`src/rtl/cpu_defs_pkg.sv`:
```
// Shared CPU definitions: ALU op encoding, MIPS opcode/funct constants and
// the write-data, branch and jump select encodings used by decode and execute.
package cpu_defs_pkg;

  typedef enum logic [2:0] {
    ALU_ADD  = 3'd0,
    ALU_SUB  = 3'd1,
    ALU_XOR  = 3'd2,
    ALU_SLT  = 3'd3,
    ALU_AND  = 3'd4,
    ALU_NAND = 3'd5,
    ALU_NOR  = 3'd6,
    ALU_OR   = 3'd7
  } alu_op_e;

  typedef enum logic [1:0] {
    DW_ALU = 2'd0,
    DW_PC8 = 2'd1,
    DW_MEM = 2'd2
  } dw_sel_e;

  typedef enum logic [1:0] {
    BR_NONE = 2'd0,
    BR_BEQ  = 2'd1,
    BR_BNE  = 2'd2
  } branch_e;

  typedef enum logic [1:0] {
    JMP_NONE = 2'd0,
    JMP_J    = 2'd1,
    JMP_JAL  = 2'd2,
    JMP_JR   = 2'd3
  } jump_e;

  localparam logic [5:0] OP_RTYPE = 6'h00;
  localparam logic [5:0] OP_J     = 6'h02;
  localparam logic [5:0] OP_JAL   = 6'h03;
  localparam logic [5:0] OP_BEQ   = 6'h04;
  localparam logic [5:0] OP_BNE   = 6'h05;
  localparam logic [5:0] OP_ADDI  = 6'h08;
  localparam logic [5:0] OP_SLTI  = 6'h0a;
  localparam logic [5:0] OP_ANDI  = 6'h0c;
  localparam logic [5:0] OP_ORI   = 6'h0d;
  localparam logic [5:0] OP_XORI  = 6'h0e;
  localparam logic [5:0] OP_LW    = 6'h23;
  localparam logic [5:0] OP_SW    = 6'h2b;

  localparam logic [5:0] FN_JR  = 6'h08;
  localparam logic [5:0] FN_ADD = 6'h20;
  localparam logic [5:0] FN_SUB = 6'h22;
  localparam logic [5:0] FN_AND = 6'h24;
  localparam logic [5:0] FN_OR  = 6'h25;
  localparam logic [5:0] FN_XOR = 6'h26;
  localparam logic [5:0] FN_NOR = 6'h27;
  localparam logic [5:0] FN_SLT = 6'h2a;

  localparam logic [4:0] REG_RA = 5'd31;
  localparam int unsigned JAL_LINK_OFS = 8;

endpackage

```
`src/rtl/decode_comb.sv`:
```
// Purely combinational MIPS decoder: instruction word to control bundle,
// plus the source-usage flags the pipeline needs for its load-use check.
module decode_comb
  import cpu_defs_pkg::*;
#(
  parameter int EXT_OPS = 1,
  parameter int DATA_W  = 32
) (
  input  logic [31:0]       instr,
  output logic [4:0]        aa,
  output logic [4:0]        ab,
  output logic [4:0]        aw,
  output logic [DATA_W-1:0] imm,
  output logic [2:0]        alu_op,
  output logic              imm_sel,
  output logic              mem_wr_en,
  output logic              reg_wr_en,
  output logic [1:0]        dw_sel,
  output logic [1:0]        branch,
  output logic [1:0]        jump,
  output logic              illegal,
  output logic              rs_used,
  output logic              rt_used
);

  localparam bit EXT = (EXT_OPS != 0);

  logic [5:0]  opcode;
  logic [5:0]  funct;
  logic [4:0]  rs;
  logic [4:0]  rt;
  logic [4:0]  rd;
  logic [15:0] imm16;
  logic        zext;
  logic        is_jal;
  logic        unused_shamt;

  assign opcode = instr[31:26];
  assign rs     = instr[25:21];
  assign rt     = instr[20:16];
  assign rd     = instr[15:11];
  assign funct  = instr[5:0];
  assign imm16  = instr[15:0];
  // The shift amount field has no meaning for any supported instruction.
  assign unused_shamt = ^instr[10:6];

  // NOTE: every output gets a default before the case so no path leaves a
  // variable unassigned; an unassigned path in always_comb infers a latch.
  always_comb begin
    aa        = rs;
    ab        = rt;
    aw        = rd;
    alu_op    = ALU_ADD;
    imm_sel   = 1'b0;
    mem_wr_en = 1'b0;
    reg_wr_en = 1'b0;
    dw_sel    = DW_ALU;
    branch    = BR_NONE;
    jump      = JMP_NONE;
    illegal   = 1'b0;
    zext      = 1'b0;
    is_jal    = 1'b0;
    rs_used   = 1'b1;
    rt_used   = 1'b0;

    case (opcode)
      OP_RTYPE: begin
        rt_used   = 1'b1;
        reg_wr_en = 1'b1;
        case (funct)
          FN_ADD: alu_op = ALU_ADD;
          FN_SUB: alu_op = ALU_SUB;
          FN_SLT: alu_op = ALU_SLT;
          FN_XOR: alu_op = ALU_XOR;
          FN_AND: if (EXT) alu_op = ALU_AND; else illegal = 1'b1;
          FN_OR:  if (EXT) alu_op = ALU_OR;  else illegal = 1'b1;
          FN_NOR: if (EXT) alu_op = ALU_NOR; else illegal = 1'b1;
          FN_JR: begin
            jump      = JMP_JR;
            reg_wr_en = 1'b0;
          end
          default: illegal = 1'b1;
        endcase
      end
      OP_LW: begin
        aw        = rt;
        imm_sel   = 1'b1;
        reg_wr_en = 1'b1;
        dw_sel    = DW_MEM;
      end
      OP_SW: begin
        imm_sel   = 1'b1;
        mem_wr_en = 1'b1;
        rt_used   = 1'b1;
      end
      OP_ADDI: begin
        aw        = rt;
        imm_sel   = 1'b1;
        reg_wr_en = 1'b1;
      end
      OP_XORI: begin
        aw        = rt;
        imm_sel   = 1'b1;
        reg_wr_en = 1'b1;
        alu_op    = ALU_XOR;
        zext      = 1'b1;
      end
      OP_ANDI, OP_ORI, OP_SLTI: begin
        if (EXT) begin
          aw        = rt;
          imm_sel   = 1'b1;
          reg_wr_en = 1'b1;
          zext      = (opcode != OP_SLTI);
          alu_op    = (opcode == OP_ANDI) ? ALU_AND :
                      (opcode == OP_ORI)  ? ALU_OR  : ALU_SLT;
        end else begin
          illegal = 1'b1;
        end
      end
      OP_BEQ, OP_BNE: begin
        alu_op  = ALU_SUB;
        rt_used = 1'b1;
        branch  = (opcode == OP_BEQ) ? BR_BEQ : BR_BNE;
      end
      OP_J: begin
        jump    = JMP_J;
        rs_used = 1'b0;
      end
      OP_JAL: begin
        jump      = JMP_JAL;
        aw        = REG_RA;
        imm_sel   = 1'b1;
        reg_wr_en = 1'b1;
        dw_sel    = DW_PC8;
        rs_used   = 1'b0;
        is_jal    = 1'b1;
      end
      default: illegal = 1'b1;
    endcase

    // An unrecognised word must never change architectural state.
    if (illegal) begin
      reg_wr_en = 1'b0;
      mem_wr_en = 1'b0;
      branch    = BR_NONE;
      jump      = JMP_NONE;
    end
  end

  always_comb begin
    if (is_jal)    imm = DATA_W'(JAL_LINK_OFS);
    else if (zext) imm = DATA_W'(imm16);
    else           imm = DATA_W'($signed(imm16));
  end

endmodule

```
`src/rtl/decode_stage.sv`:
```
// Registered decode stage: valid/ready handshake around decode_comb, with an
// output bundle register, flush, and a load-use interlock that inserts bubbles.
module decode_stage
  import cpu_defs_pkg::*;
#(
  parameter int PC_W     = 32,
  parameter int DATA_W   = 32,
  parameter int EXT_OPS  = 1,
  parameter int LU_STALL = 1
) (
  input  logic              clk,
  input  logic              rst_n,
  input  logic              in_valid,
  output logic              in_ready,
  input  logic [31:0]       in_instr,
  input  logic [PC_W-1:0]   in_pc,
  input  logic              flush,
  output logic              out_valid,
  input  logic              out_ready,
  output logic [PC_W-1:0]   out_pc,
  output logic [4:0]        out_aa,
  output logic [4:0]        out_ab,
  output logic [4:0]        out_aw,
  output logic [DATA_W-1:0] out_imm,
  output logic [2:0]        out_alu_op,
  output logic              out_imm_sel,
  output logic              out_mem_wr_en,
  output logic              out_reg_wr_en,
  output logic [1:0]        out_dw_sel,
  output logic [1:0]        out_branch,
  output logic [1:0]        out_jump,
  output logic [PC_W-1:0]   out_jtarget,
  output logic              out_illegal
);

  localparam bit         LU_EN   = (LU_STALL != 0);
  localparam logic [1:0] STALL_LD = 2'(LU_STALL);

  logic [4:0]        d_aa, d_ab, d_aw;
  logic [DATA_W-1:0] d_imm;
  logic [2:0]        d_alu_op;
  logic              d_imm_sel, d_mem_wr_en, d_reg_wr_en;
  logic [1:0]        d_dw_sel, d_branch, d_jump;
  logic              d_illegal, d_rs_used, d_rt_used;
  logic [PC_W-1:0]   jt_next;

  decode_comb #(
    .EXT_OPS (EXT_OPS),
    .DATA_W  (DATA_W)
  ) u_dec (
    .instr     (in_instr),
    .aa        (d_aa),
    .ab        (d_ab),
    .aw        (d_aw),
    .imm       (d_imm),
    .alu_op    (d_alu_op),
    .imm_sel   (d_imm_sel),
    .mem_wr_en (d_mem_wr_en),
    .reg_wr_en (d_reg_wr_en),
    .dw_sel    (d_dw_sel),
    .branch    (d_branch),
    .jump      (d_jump),
    .illegal   (d_illegal),
    .rs_used   (d_rs_used),
    .rt_used   (d_rt_used)
  );

  generate
    if (PC_W > 28) begin : g_jt_hi
      logic [PC_W-29:0] pc_hi;
      assign pc_hi   = (PC_W-28)'((in_pc + PC_W'(4)) >> 28);
      assign jt_next = {pc_hi, in_instr[25:0], 2'b00};
    end else begin : g_jt_lo
      assign jt_next = {in_instr[25:0], 2'b00};
    end
  endgenerate

  logic       out_free;
  logic       hazard;
  logic       stall;
  logic       accept;
  logic [1:0] stall_cnt;
  logic [1:0] cnt_dec;
  logic [1:0] cnt_next;

  assign out_free = !out_valid || out_ready;

  // The held bundle is a load whose destination the incoming word reads.
  assign hazard = LU_EN && out_valid && (out_dw_sel == DW_MEM) &&
                  (out_aw != 5'd0) && in_valid &&
                  ((d_rs_used && (d_aa == out_aw)) ||
                   (d_rt_used && (d_ab == out_aw)));

  // The counter holds bubbles still owed including the current cycle, so the
  // cycle that retires the last one already lets the consumer through.
  assign cnt_dec  = (stall_cnt != 2'd0 && out_free) ? stall_cnt - 2'd1 : stall_cnt;
  assign stall    = hazard || (cnt_dec != 2'd0);
  assign in_ready = flush || (out_free && !stall);
  assign accept   = in_valid && in_ready && !flush;

  always_comb begin
    cnt_next = cnt_dec;
    if (flush)       cnt_next = 2'd0;
    else if (hazard) cnt_next = STALL_LD;
  end

  // NOTE: sequential state uses non-blocking assignments so every register
  // samples the pre-edge values regardless of statement order.
  always_ff @(posedge clk or negedge rst_n) begin
    if (!rst_n) begin
      out_valid     <= 1'b0;
      stall_cnt     <= 2'd0;
      out_pc        <= '0;
      out_aa        <= '0;
      out_ab        <= '0;
      out_aw        <= '0;
      out_imm       <= '0;
      out_alu_op    <= '0;
      out_imm_sel   <= 1'b0;
      out_mem_wr_en <= 1'b0;
      out_reg_wr_en <= 1'b0;
      out_dw_sel    <= '0;
      out_branch    <= '0;
      out_jump      <= '0;
      out_jtarget   <= '0;
      out_illegal   <= 1'b0;
    end else begin
      stall_cnt <= cnt_next;
      if (flush) begin
        out_valid <= 1'b0;
      end else if (accept) begin
        out_valid     <= 1'b1;
        out_pc        <= in_pc;
        out_aa        <= d_aa;
        out_ab        <= d_ab;
        out_aw        <= d_aw;
        out_imm       <= d_imm;
        out_alu_op    <= d_alu_op;
        out_imm_sel   <= d_imm_sel;
        out_mem_wr_en <= d_mem_wr_en;
        out_reg_wr_en <= d_reg_wr_en;
        out_dw_sel    <= d_dw_sel;
        out_branch    <= d_branch;
        out_jump      <= d_jump;
        out_jtarget   <= jt_next;
        out_illegal   <= d_illegal;
      end else if (out_ready) begin
        out_valid <= 1'b0;
      end
    end
  end

endmodule

```
`config.mk`:
```
export PLATFORM = sky130hd
export DESIGN_NAME = decode_stage
export DESIGN_NICKNAME = d
export VERILOG_FILES = /design/src/rtl/cpu_defs_pkg.sv /design/src/rtl/decode_comb.sv /design/src/rtl/decode_stage.sv
export SDC_FILE = /design/constraint.sdc
export NUM_CORES = 1
export LEC_CHECK = 0
export CAP_MARGIN = 15
export CORE_MARGIN = 10
export CORE_UTILIZATION = 31
export DETAILED_ROUTE_END_ITERATION = 7
export HOLD_SLACK_MARGIN = 0.02
export SLEW_MARGIN = 20
export SYNTH_ARGS = -nofsm -noshare
export SYNTH_HDL_FRONTEND = slang
export SYNTH_SLANG_ARGS = --single-unit
```
`constraint.sdc`:
```
create_clock -name clk -period 2.6 [get_ports clk]
set_input_delay 0.78 -clock clk [delete_from_list [all_inputs] [get_ports clk]]
set_output_delay 0.78 -clock clk [all_outputs]
set_load 0.005 [all_outputs]
```
* Yosys cells after proc, flatten, opt, wreduce, memory -nomap -nowiden
Index checks and enable logic that the tools add are counted.
Widths: inputs -> output; s select.
** Word-level totals
- Memories :: 0
- Output and inout port bits :: 126
- RAM bits :: 0
- Memory bits (read-only) :: 0
- Word-level logic and storage cells :: 106
- Flip-flop bits (word level) :: 125
- Latch bits :: 0
** Operators by class
- Bitwise operators :: 1
- Divide/modulo/power cells :: 0
- Add/subtract/negate cells :: 2
- Reductions and logical operators :: 32
- Shift-type cells :: 0
- Mux-type cells :: 32
- $mul :: 0
- Magnitude comparators :: 0
- Equal/unequal tests :: 23
** Operators by type and width (number)
- $mux 32 :: 2
- $eq 6x6->1 const B :: 9
- $eq 6x4->1 const B :: 6
- $add 32x3->32 const B :: 1
- $pmux 3 s6 :: 1
- $mux 2 :: 8
- $reduce_or 8->1 :: 2
- $eq 6x2->1 const B :: 2
- $eq 6x3->1 const B :: 2
- $mux 1 :: 12
- $pmux 3 s4 :: 1
- $reduce_or 11->1 :: 1
- $eq 5x5->1 :: 2
- $logic_and 1x1->1 :: 10
- $pmux 5 s2 :: 1
- $reduce_or 7->1 :: 1
- $logic_not 6->1 :: 1
- $mux 3 :: 2
- $ne 6x4->1 const B :: 1
- $pmux 1 s2 :: 3
- $pmux 2 s3 :: 1
- $reduce_or 6->1 :: 1
- $reduce_bool 5->1 :: 1
- $logic_or 1x1->1 :: 4
- 11 further kinds :: 15

* Longest topological paths before layout
Gate-level depths: netlist of run 1.
- Word-level depth :: 14
- Depth in mapped cells :: 9
- Depth with buffers taken out :: 7

* Modules after synthesis
A second synthesis of run 1 with hierarchy kept.
** Second synthesis, totals
- Cell total of the unflattened synthesis :: 457
- Area total of the unflattened synthesis :: 5921.9 sq um
** By module, submodules not included
- decode_stage :: times used 1, cells an instance 316, sequential area each 3128.0 sq um, area each 5041.1 sq um
- decode_comb :: times used 1, cells an instance 141, sequential area each 0.0 sq um, area each 880.8 sq um

* Least setup slack after synthesis of run 1
No wires, ideal clock.
- Path kind :: input to output
- Start :: input port in_instr[28]
- End :: output port in_ready
- Setup slack :: -0.064 ns
- Arrival :: 1.884 ns
- Data required time :: 1.820 ns
- Cell stages on the path :: 6
- Path buffers :: 1
- Path through :: clkbuf_1 > nor4_1 > a211oi_1 > nand4_1 > o21ai_0 > o21bai_1
** Between the ends
- Longest elaborated chain between the ends :: 10
- Elaborated cells on any way between the ends :: 18
- Classes of those cells :: eq/ne: 5; mux: 2; reduce/logical: 11
** RTL lines
- from (decl) :: RTL line decode_stage.sv:15 : input logic [31:0] in_instr,
- $eq 6x6->1, or another cell as far along :: RTL line decode_comb.sv:66 : case (opcode)
- $reduce_or 4->1 (no source line) / $reduce_or 2->1 (equally long branches)
- $mux 1 :: RTL line decode_comb.sv:66
- $logic_and 1x1->1, on equally long branches :: RTL line decode_stage.sv:92, decode_stage.sv:91
- $logic_or 1x1->1 * :: RTL line decode_stage.sv:91 : ((d_rs_used && (d_aa == out_aw)) ||
- $logic_and 1x1->1 * :: RTL line decode_stage.sv:90 : (out_aw != 5'd0) && in_valid &&
- $logic_or 1x1->1 * :: RTL line decode_stage.sv:97 : assign stall = hazard || (cnt_dec != 2'd0);
- $logic_not 1->1 * :: RTL line decode_stage.sv:98 : assign in_ready = flush || (out_free && !stall);
- $logic_and 1x1->1 * :: RTL line decode_stage.sv:98
- $logic_or 1x1->1 * :: RTL line decode_stage.sv:98
- to (decl) :: RTL line decode_stage.sv:14 : output logic in_ready,
Every way passes the cells marked *; elsewhere a longest branch is shown, timed or not.

* Worst setup path after layout of run 1
- Start :: input port in_instr[20]
- End :: output port in_ready
** Between the ends
- Longest elaborated chain between the ends :: 8
** RTL lines
- $eq 5x5->1 :: RTL line decode_stage.sv:92 : (d_rt_used && (d_ab == out_aw)));
- $logic_and 1x1->1 :: RTL line decode_stage.sv:92
- $logic_or 1x1->1 :: RTL line decode_stage.sv:91
- $logic_and 1x1->1 :: RTL line decode_stage.sv:90
- $logic_or 1x1->1 :: RTL line decode_stage.sv:97
- $logic_not 1->1 :: RTL line decode_stage.sv:98
- $logic_and 1x1->1 :: RTL line decode_stage.sv:98
- $logic_or 1x1->1 :: RTL line decode_stage.sv:98
Every way passes these cells.

==> flow_summary.html, run 1 <==
<table>
<tr><th>Metric</th><th>Value</th></tr>
<tr><th colspan="2">Yosys</th></tr>
<tr><td>Leading cell types by count after synthesis</td><td>dfrtp_1 (100), mux2_1 (46), mux2_2 (35), buf_4 (28), inv_1 (28)</td></tr>
<tr><td>Leading post-synthesis cells by cell area</td><td>dfrtp_1 (52%), mux2_1 (11%), mux2_2 (8.2%)</td></tr>
<tr><td>Average instance area after synthesis</td><td>~12 sq um</td></tr>
<tr><td>Area share of the largest cell type after synthesis</td><td>51.8%</td></tr>
<tr><td>Number of warnings printed during yosys synthesis</td><td>0</td></tr>
<tr><td>Top-count cell post-synth</td><td>dfrtp_1</td></tr>
<tr><td>Synth Instances</td><td>408</td></tr>
<tr><td>Total of flip-flops plus latches after synthesis</td><td>100</td></tr>
<tr><td>Total standard cell area after synthesis</td><td>4830 sq um</td></tr>
<tr><td>Post-synthesis cell type count</td><td>45</td></tr>
<tr><td>Async set-or-reset flop fraction in the synthesized netlist</td><td>100%</td></tr>
<tr><td>Sequential-to-total area share from yosys stat</td><td>51.8%</td></tr>
<tr><td>Area leader, netlist</td><td>dfrtp_1</td></tr>
<tr><td>Predominant post-synthesis flop cell</td><td>dfrtp_1</td></tr>
<tr><td>Number of enable flip-flop cells after synthesis</td><td>0</td></tr>
<tr><th colspan="2">Clock network</th></tr>
<tr><td>Clock root buffer</td><td>clkbuf_16</td></tr>
<tr><td>H-tree levels</td><td>3</td></tr>
<tr><td>Number of buffers inserted by hold repair at cts</td><td>0</td></tr>
<tr><td>Total clock buffers created by CTS</td><td>9</td></tr>
<tr><td>CTS tree</td><td>done</td></tr>
<tr><td>Clk slew on worst S/H paths</td><td>0.07 ns</td></tr>
<tr><td>Worst skew pair latency</td><td>between 0.3 and 0.4 ns</td></tr>
<tr><td>Number of buffers between clock root and the deepest sink</td><td>2</td></tr>
<tr><td>Count of clock tree sinks</td><td>100</td></tr>
<tr><th colspan="2">Placement</th></tr>
<tr><td>Final Wtd Congestion</td><td>0.849</td></tr>
<tr><td>Number of input and output port buffers inserted</td><td>192</td></tr>
<tr><td>Count of placed standard cells including taps</td><td>827</td></tr>
<tr><td>DP HPWL</td><td>~11 mm</td></tr>
<tr><td>Post-Place Setup Slack</td><td>-0.981 ns</td></tr>
<tr><th colspan="2">Timing</th></tr>
<tr><td>Setup-violating endpoint count in the final report</td><td>2</td></tr>
<tr><td>Clock period minus worst slack</td><td>2.78 ns</td></tr>
<tr><td>Worst path setup slack after routing</td><td>-0.179 ns</td></tr>
<tr><td>Final hold viol count</td><td>0</td></tr>
<tr><td>Post-route clock skew</td><td>0.00795 ns</td></tr>
<tr><td>Final Cycle Share</td><td>107%</td></tr>
<tr><td>Max Slew Vio Count</td><td>0</td></tr>
<tr><td>Highest attainable clock frequency</td><td>0.360 GHz</td></tr>
<tr><td>WHS</td><td>0.387 ns</td></tr>
<tr><td>RSZ-0062 raised after global routing</td><td>true</td></tr>
<tr><th colspan="2">Critical path</th></tr>
<tr><td>CP peak stage delay</td><td>between 0.3 and 0.4 ns</td></tr>
<tr><td>Reg-to-Reg Start</td><td>out_aw[3]$_DFFE_PN0P_</td></tr>
<tr><td>Buffering stage count on the worst path with inverters included</td><td>3</td></tr>
<tr><td>Cells along the critical path</td><td>buf_6 &gt; xor2_1 &gt; nor4_2 &gt; buf_4 &gt; nand4b_1 &gt; o21ai_2 &gt; o21bai_1 &gt; buf_2</td></tr>
<tr><td>Critical path's slowest cell</td><td>nor4_2</td></tr>
<tr><td>Startpoint kind of the worst setup timing path</td><td>input pin</td></tr>
<tr><td>Endpoint arrival time on the critical path</td><td>2.00 ns</td></tr>
<tr><td>Capturing element type of the critical path</td><td>primary output</td></tr>
<tr><td>Launching element of the worst setup path</td><td>in_instr[20]</td></tr>
<tr><td>Flop2flop setup slack</td><td>0.12 ns</td></tr>
<tr><td>Number of gates on the worst path with buffers counted</td><td>8</td></tr>
<tr><td>Highest net fanout along the worst path</td><td>2</td></tr>
<tr><td>Setup crit end</td><td>in_ready</td></tr>
<tr><td>End of the worst register-to-register path</td><td>out_pc[12]$_DFFE_PN0P_</td></tr>
<tr><td>Kind of critical path</td><td>in2out</td></tr>
<tr><td>Worst R2R Path Depth</td><td>12</td></tr>
<tr><td>Family of cells with the greatest summed delay on the critical path</td><td>simple AND/OR/NAND/NOR gates</td></tr>
<tr><td>WP data required</td><td>about 1.8 ns</td></tr>
<tr><th colspan="2">Detailed routing</th></tr>
<tr><td>Detail-routed net length per standard cell</td><td>about 18 um</td></tr>
<tr><td>Drt pass-1 iters</td><td>4</td></tr>
<tr><td>Remaining antenna violation count</td><td>0</td></tr>
<tr><td>DRC</td><td>0</td></tr>
<tr><td>Ratio of routed vias to standard cells</td><td>4.61</td></tr>
<tr><td>Vias</td><td>4,036</td></tr>
<tr><td>Routed wire length</td><td>between 15 and 20 mm</td></tr>
<tr><td>Iter 0 DRT Violations</td><td>187</td></tr>
<tr><th colspan="2">Floorplanning</th></tr>
<tr><td>Row cnt</td><td>45</td></tr>
<tr><td>Die outline area</td><td>21,000 sq um</td></tr>
<tr><td>Area of the placeable core</td><td>around 15,000 sq um</td></tr>
<tr><td>Die span in y</td><td>around 140 um</td></tr>
<tr><td>Initial cell density of the core</td><td>31.7%</td></tr>
<tr><td>X dimension of the die</td><td>roughly 140 um</td></tr>
<tr><td>Number of primary I/O pins</td><td>195</td></tr>
<tr><th colspan="2">Pwr</th></tr>
<tr><td>Fraction of power consumed by the clock network</td><td>16.3%</td></tr>
<tr><td>Maximum ir drop on the vdd rail</td><td>0.000426 V</td></tr>
<tr><td>Static Leak</td><td>between 3 and 4 nW</td></tr>
<tr><td>Reported net switching power</td><td>2.49 mW</td></tr>
<tr><td>Design internal power</td><td>5.96 mW</td></tr>
<tr><td>Comb power frac</td><td>51.2%</td></tr>
<tr><td>Total Power Consumption</td><td>8.45 mW</td></tr>
<tr><td>Power Dens Cells</td><td>1040 nW/um^2</td></tr>
<tr><td>Switching share of total power</td><td>29.5%</td></tr>
<tr><td>Sequential share of power</td><td>32.5%</td></tr>
<tr><th colspan="2">Status</th></tr>
<tr><td>Outcome</td><td>finished, violations left</td></tr>
<tr><td>Violations in the final reports</td><td>negative setup slack</td></tr>
<tr><th colspan="2">Finish</th></tr>
<tr><td>Count of antenna diodes in the layout</td><td>0</td></tr>
<tr><td>Final std cells w/o fill</td><td>875</td></tr>
<tr><td>Fraction of layout instances using a drive strength above 1</td><td>29.8%</td></tr>
<tr><td>Nets</td><td>729</td></tr>
<tr><td>Area growth from synthesis to layout</td><td>68.0%</td></tr>
<tr><td>Final core utilization</td><td>53.2%</td></tr>
<tr><th colspan="2">Global routing</th></tr>
<tr><td>Number of antenna violations at the first check in global routing</td><td>0</td></tr>
<tr><td>Aggregate global-route resource usage</td><td>15.3%</td></tr>
<tr><td>Maximum number of pins on one net before global-route repair</td><td>50</td></tr>
<tr><td>Wire length of the first global-routing pass</td><td>24.8 mm</td></tr>
<tr><td>Via count of the first global-routing pass</td><td>4,426</td></tr>
<tr><td>Grt total ovfl</td><td>0</td></tr>
<tr><th colspan="2">Hold path</th></tr>
<tr><td>Classification of the worst-slack hold path</td><td>in2async</td></tr>
<tr><th colspan="2">Run</th></tr>
<tr><td>Count of max-cap constraint violations</td><td>0</td></tr>
</table>
final cells by class:
cell class                 count  area, sq um
timing repair buffer         284         2810
inverter                      28          105
tap                          211          264
sequential                   100         2500
multi-input combinational    236         2130
fill                        1322         7140
clock buffer                  11          243
clock inverter                 5         58.8
kinds of logic after synthesis:
kind of cell / count (synthesis) / synth area share, %
adder cells (fa/ha/maj): 1 / 0.259
flip-flops: 100 / 51.8
AND/OR/NAND/NOR: 88 / 9.59
multiplexers: 102 / 23.2
buffers and inverters: 73 / 8.39
other: 1 / 0.0776
AO/OA/AOI/OAI: 28 / 3.91
XOR/XNOR: 15 / 2.72
sequential cells by signal, summed over array words and instances, names as in the netlist:
signal,cells
out_alu_op,3
out_pc,32
out_reg_wr_en,1
out_imm_sel,1
out_mem_wr_en,1
out_branch,2
out_aw,5
out_imm,17
out_jump,2
out_jtarget,22
out_ab,4
out_aa,4
out_illegal,1
stall_cnt,2
out_valid,1
out_dw_sel,2
worst reg2reg max path, delay by kind of cell, from the launching register on:
kind | cells | cell delay, ns
compound gates | 1 | 0.08
simple gates | 2 | 0.40
xor+xnor | 1 | 0.15
flops | 1 | 0.39
buf+inv | 7 | 1.00
mux | 1 | 0.33
worst min path at each step:
| stage | startpoint | end | slack, ns | cells after the start |
|---|---|---|---|---|
| 2_1_floorplan | rst_n | out_aa[0]$_DFFE_PN0P_ | 0.48 | 0 |
| 3_3_place_gp | out_imm_sel$_DFFE_PN0P_ | out_imm_sel$_DFFE_PN0P_ | 0.47 | 1 |
| 3_5_place_dp | out_pc[29]$_DFFE_PN0P_ | out_pc[29]$_DFFE_PN0P_ | 0.48 | 1 |
| 4_1_cts | rst_n | out_aa[2]$_DFFE_PN0P_ | 0.40 | 1 |
| 5_1_grt | rst_n | out_aa[2]$_DFFE_PN0P_ | 0.41 | 1 |
| 6_report | rst_n | out_aa[3]$_DFFE_PN0P_ | 0.39 | 1 |
stage by stage:
step	area (sq um)	TNS, ns
finish	8110	-0.242
global route	8110	-0.415
CTS	8130	-0.295
floorplan	4840	0
global placement	7230	-50.97
detailed placement	7230	-54.25
layer usage:
| metal | vias up | wire [um] | track usage, % |
|---|---|---|---|
| met3 | 15 | 1740 | 5.80 |
| met2 | 166 | 7440 | 24.4 |
| met1 | 1963 | 6580 | 18.7 |
| li1 | 1892 | - | - |
| met5 | - | 0 | 0 |
| met4 | 0 | 175 | 4.79 |
placed cells by master, fill, tap and decap left out, types with 3 or more instances in the layout:
master and n:
clkdlybuf4s50_1 174, dfrtp_1 100, buf_4 72, mux2_2 29, inv_1 28, mux2_4 27, mux2_1 25, nand2_1 21
mux2i_1 21, nor2_1 16, clkbuf_16 10, buf_12 10, nand4_1 8, buf_6 8, buf_2 8, xnor2_1 7
xor2_1 6, a21oi_1 6, nor2b_1 5, nor3_1 5, nand3_1 4, nand2b_1 4, o22ai_1 4, buf_16 4
dlygate4sd2_1 4, o21ai_2 3, o21ai_0 3, or2_2 3, nor4_1 3
power by group through the flow:
| stage | logic [mW] | registers [mW] | clock network, mW |
|---|---|---|---|
| floorplan | 1.41 | 2.79 | 0 |
| global placement | 3.75 | 2.71 | 0 |
| detailed placement | 3.77 | 2.76 | 0 |
| CTS | 4.42 | 2.75 | 1.42 |
| global route | 4.66 | 2.86 | 1.49 |
| finish | 4.33 | 2.75 | 1.37 |
repair_timing:
item	CTS	global route
cloned	7	1
endpoints found under the hold margin	0	0
pin swaps	8	7
setup buffers	36	7
gates resized for setup	102	25
endpoints found under the setup margin	98	87
No activity file was read; power rests on OpenSTA's default activity.
==> inputs of run 2 (changes only) <==
--- a/config.mk
+++ b/config.mk
@@ -9,6 +9,7 @@
 export CORE_MARGIN = 10
 export CORE_UTILIZATION = 31
 export DETAILED_ROUTE_END_ITERATION = 7
+export GPL_ROUTABILITY_DRIVEN = 0
 export HOLD_SLACK_MARGIN = 0.02
 export SLEW_MARGIN = 20
 export SYNTH_ARGS = -nofsm -noshare
==> results of run 2 <==
No change in the layout: final DEF, timing and power equal those of run 1.
